## src/rtl/pwm_timebase.sv

```systemverilog
// Coarse PWM timebase with double-buffered period/compare settings.
// New settings go into a shadow register and are applied only at a period wrap or while stopped.
module pwm_timebase #(
  parameter int                        WIDTH    = 17,
  parameter int                        HRBITS   = 3,
  parameter logic [WIDTH-HRBITS-2:0]   PER_RST  = '1,
  parameter logic [WIDTH-2:0]          CMPH_RST = '0,
  parameter logic [WIDTH-2:0]          CMPL_RST = '0
) (
  input  logic                         clk,
  input  logic                         rst,
  input  logic                         en,
  input  logic                         wr_valid,
  output logic                         wr_ready,
  input  logic [WIDTH-HRBITS-2:0]      wr_period,
  input  logic [WIDTH-2:0]             wr_cmpH,
  input  logic [WIDTH-2:0]             wr_cmpL,
  output logic [WIDTH-HRBITS-2:0]      tb,
  output logic [WIDTH-2:0]             cmpH,
  output logic [WIDTH-2:0]             cmpL,
  output logic                         tc,
  output logic                         upd,
  output logic                         err,
  input  logic                         err_clr
);

  localparam int TBW = WIDTH - HRBITS - 1;
  localparam int CW  = WIDTH - 1;

  logic [TBW-1:0] per_act;
  logic [TBW-1:0] per_sh;
  logic [CW-1:0]  cmpH_sh;
  logic [CW-1:0]  cmpL_sh;
  logic           pending;

  logic           xfer;
  logic           apply;
  logic           bad_range;
  logic [TBW-1:0] tb_next;

  // The coarse part of each compare must not lie beyond the terminal count.
  function automatic logic range_bad(input logic [CW-1:0] h, input logic [CW-1:0] l,
                                     input logic [TBW-1:0] p);
    return (h[CW-1:HRBITS] > p) || (l[CW-1:HRBITS] > p);
  endfunction

  assign tc        = en && (tb == per_act);
  assign wr_ready  = !pending;
  assign xfer      = wr_valid && !pending;
  assign apply     = pending && (tc || !en);
  assign bad_range = range_bad(wr_cmpH, wr_cmpL, wr_period);

  // Wrap is an equality compare against the terminal count, never a counter overflow.
  always_comb begin
    tb_next = tb + TBW'(1);
    if (!en || (tb == per_act)) begin
      tb_next = '0;
    end
  end

  always_ff @(posedge clk or posedge rst) begin
    if (rst) begin
      tb      <= '0;
      per_act <= PER_RST;
      cmpH    <= CMPH_RST;
      cmpL    <= CMPL_RST;
      per_sh  <= PER_RST;
      cmpH_sh <= CMPH_RST;
      cmpL_sh <= CMPL_RST;
      pending <= 1'b0;
      upd     <= 1'b0;
      err     <= 1'b0;
    end else begin
      tb  <= tb_next;
      upd <= 1'b0;
      // xfer needs pending=0 and apply needs pending=1, so they never coincide.
      if (apply) begin
        per_act <= per_sh;
        cmpH    <= cmpH_sh;
        cmpL    <= cmpL_sh;
        pending <= 1'b0;
        upd     <= 1'b1;
      end else if (xfer) begin
        per_sh  <= wr_period;
        cmpH_sh <= wr_cmpH;
        cmpL_sh <= wr_cmpL;
        pending <= 1'b1;
      end
      if (xfer && bad_range) begin
        err <= 1'b1;
      end else if (err_clr) begin
        err <= 1'b0;
      end
    end
  end

endmodule

```

## config.mk

```make
export PLATFORM = sky130hd
export DESIGN_NAME = pwm_timebase
export DESIGN_NICKNAME = d
export VERILOG_FILES = /design/src/rtl/pwm_timebase.sv
export SDC_FILE = /design/constraint.sdc
export NUM_CORES = 1
export LEC_CHECK = 0
export BUFFER_PORTS_ARGS = -buffer_cell sky130_fd_sc_hd__buf_2
export CAP_MARGIN = 20
export CORE_ASPECT_RATIO = 1.75
export CORE_MARGIN = 2
export CORE_UTILIZATION = 50
export CTS_CLUSTER_DIAMETER = 40
export CTS_CLUSTER_SIZE = 30
export DETAILED_ROUTE_END_ITERATION = 12
export PLACE_DENSITY_LB_ADDON = 0.2
export SYNTH_ARGS = -nofsm -noshare
export SYNTH_HDL_FRONTEND = slang
export SYNTH_SLANG_ARGS = --single-unit
```

## constraint.sdc

```tcl
create_clock -name clk -period 3.3 [get_ports clk]
set_clock_uncertainty 0.05 [all_clocks]
set_input_delay 0.825 -clock clk [delete_from_list [all_inputs] [get_ports clk]]
set_output_delay 0.825 -clock clk [all_outputs]
set_load 0.03 [all_outputs]
```

==> flow_summary.toml <==
[drt]
vias_per_cell = 5.148
drt_iter0_drc = 141
num_vias = 3027
antenna_left = 0
wire_per_inst_microns = 16.57
totalWireLength_microns = 9746
route.detailed.drc = 0
drt_first_pass_iters = 4

[hold_path]
worstHoldStart = "cmpH_sh[4]"
worst_hold_path.endpoint = "cmpH[4]"
hp-class = "reg -> reg"
hold_path_depth = 1

[global_route]
grt_pass1_vias = 3248
grt_pass1_wl_microns = 15970
antenna_found_initial = 1
grt_usage = 0.1921
grt_max_degree = 107
gr-total-overflow = 0

[worst_setup_path]
cp_cell_sequence = "xnor2_1 > nand4_1 > nor4_1 > and2_1 > buf_2"
cp.depth = 5
critical-path-top-delay-family = "simple AND/OR/NAND/NOR gates"
worstPathRequired_ns = 2.42
slowest_delay_ns = 0.55
slowest_stage = "dfstp_2"
r2r_cells = 5
cp_data_arrival_time_ns = 1.90
end_kind = "output pin"
crit_buf_inv = 1
rr_endpoint = "cmpH[4]"
cp_max_fo = 2
r2r_start = "per_act[9]"
worstSetupStartpointType = "flop"
criticalPathCategory = "reg -> out"
regToRegSetupSlack_ns = 0.73

[clock_tree]
cts_buffers = 9
cts_num_sinks = 106
cts_max_level = 3
post-cts-setup-buffers = 0
cts_hold_buf = 0
cts_tree = "done"
clk_pin_slew_ns = 0.07
cts.repair.resized = 0
cts_root_buf = "clkbuf_16"
clock_latency_ns = 0.34
clockBufferDepth = 2

[floorplanning]
rows = 48
initial_core_util = 0.5079
core_sq_um = 9789
dieHeight_microns = 135.9
pin_count = 99
die_w_microns = 79.38
die-area_sq_um = 10790

[power_and_ir_drop]
p_leak_nw = 2.877
vdd_drop_max_mv = 0.4645
finalPower_mw = 4.514
switchingPower_mw = 1.416
comb_power_share = 0.313
seqPwrFrac = 0.440
p_clk_frac = 0.247
p_sw_frac = 0.3138
power_density_nw_per_um2 = 761.9
p_int_mw = 3.097

[sta]
fin_ws_ns = 0.5288
rsz0062_at_grt = "false"
maxSlewViolCount = 0
relSlewSlack = 0.4275
final.period_utilization = 0.8398
setup_viol = 0
hold_viol = 0
max_freq_mhz = 360.9
fin_tns_setup_ns = 0
tightestPinTransition_ns = 0.8579
fin_crit_ns = 2.771
holdWs_ns = 0.4465

[synthesis]
seq_area_frac_synth = 0.5400
postSynthCellCount = 355
synthDistinctLibCells = 34
synthesis.nets = 432
ys_warn_count = 0
netlist_area_sq_um = 4972
postSynthAreaPerCell_sq_um = 14.01
ys_ff_latch = 106

[layout]
final_area_sq_um = 5924
drive_above_1_share = 0.5043
layout.cells.non_filler = 588
post-route-util = 0.6052
synthToLayoutAreaGrowth_pct = 19.15
final_cell_mix = "98 x buf_2, 80 x dfrtp_1, 51 x mux2_2, 38 x mux2_4, 27 x ha_1"
layout_commonest_cell = "buf_2"
fin_nets = 534

[place]
io_buffers = 98
place_inst = 571
dp_hpwl_microns = 7061
dp_slack_ns = 0.6994
globalplace.congestion = 0.7972
placed_cell_area_sq_um = 5610

[flow_run]
maxCapViolations = 0

[status]
outcome = "finished clean"
## metal layers
metal  part of all wire  GRT usage  vias to the layer above
li1                   -          -                     1441
met5                  0          0                        -
met4              0.013    0.07088                        0
met1               0.41     0.2290                     1519
met2               0.55     0.3409                       58
met3              0.031    0.03586                        9
## worst max-delay path by stage
stage,startpoint,endpoint,slack [ns]
2_1_floorplan,wr_period[3],err,0.94
3_3_place_gp,wr_period[3],err,0.72
3_5_place_dp,tb[9],cmpH[4],0.70
4_1_cts,per_act[9],tc,0.51
5_1_grt,tb[9],tc,0.39
6_report,per_act[9],tc,0.53
## worst register-to-register path, delay by kind of cell, from the launching register on
kind | cells | cell delay (ns)
AO/OA/AOI/OAI | 1 | 0.44
XOR/XNOR | 1 | 0.16
flip-flops | 1 | 0.55
multiplexers | 1 | 0.52
AND/OR/NAND/NOR | 2 | 0.74
## final cells by class
| cell class | instances | area, sq um |
|---|---|---|
| Clock buffer | 11 | 232.7 |
| Timing Repair Buffer | 101 | 538.0 |
| Fill cell | 790 | 3865 |
| Antenna cell | 1 | 2.502 |
| Tap cell | 125 | 156.4 |
| Multi-Input combinational cell | 219 | 2152 |
| Inverter | 20 | 78.83 |
| Clock inverter | 5 | 78.83 |
| Sequential cell | 106 | 2685 |
## synth_stat cells (all sizes together)
| library cell | count | area [sq um] |
|---|---|---|
| a221oi | 1 | 8.760 |
| a21o | 1 | 7.510 |
| o22ai | 1 | 6.260 |
| a211oi | 1 | 7.510 |
| xor2 | 7 | 61.31 |
| and3 | 2 | 12.51 |
| nor4 | 2 | 12.51 |
| buf | 9 | 63.81 |
| nand2 | 12 | 52.55 |
| a21boi | 1 | 7.510 |
| dfstp | 26 | 683.2 |
| mux2 | 90 | 1156 |
| nand3 | 13 | 65.06 |
| clkbuf | 1 | 3.750 |
| o21ai | 2 | 10.01 |
| a221o | 2 | 20.02 |
| a2111oi | 1 | 8.760 |
| xnor2 | 17 | 148.9 |
| nand4 | 4 | 25.02 |
| nor2 | 16 | 60.06 |
| ha | 27 | 337.8 |
| o41ai | 1 | 27.53 |
| nor2b | 2 | 12.51 |
| a21oi | 9 | 45.04 |
| and4 | 3 | 26.28 |
| nor3 | 1 | 5.000 |
| o21bai | 1 | 7.510 |
| dfrtp | 80 | 2002 |
| and2 | 2 | 12.51 |
| inv | 20 | 75.07 |
## power groups by stage
stage	sequential, mW	combinational (mW)	clock [mW]
detailed placement	2.01	1.43	0
floorplan	2.33	0.709	0
CTS	1.99	1.44	1.14
global route	2.04	1.51	1.19
global placement	1.99	1.40	0
finish	1.99	1.41	1.11
## logic make-up (layout without fill, tap and decap cells)
| family | Yosys count | after routing | synth area share |
|---|---|---|---|
| compound gates | 21 | 21 | 0.03146 |
| xor+xnor | 24 | 24 | 0.04227 |
| fa+ha+maj | 27 | 27 | 0.06794 |
| buf+inv | 30 | 137 | 0.02869 |
| flops | 106 | 106 | 0.5400 |
| mux | 90 | 90 | 0.2325 |
| other cells | 0 | 1 | 0 |
| simple gates | 57 | 57 | 0.05712 |
## state kept, by name (all words and copies together), names as in the netlist
signal,flops
per_sh,13
pending,1
per_act,13
cmpL_sh,16
tb,13
err,1
cmpH,16
upd,1
cmpH_sh,16
cmpL,16
Note: power is estimated with default switching activity, not from simulation.
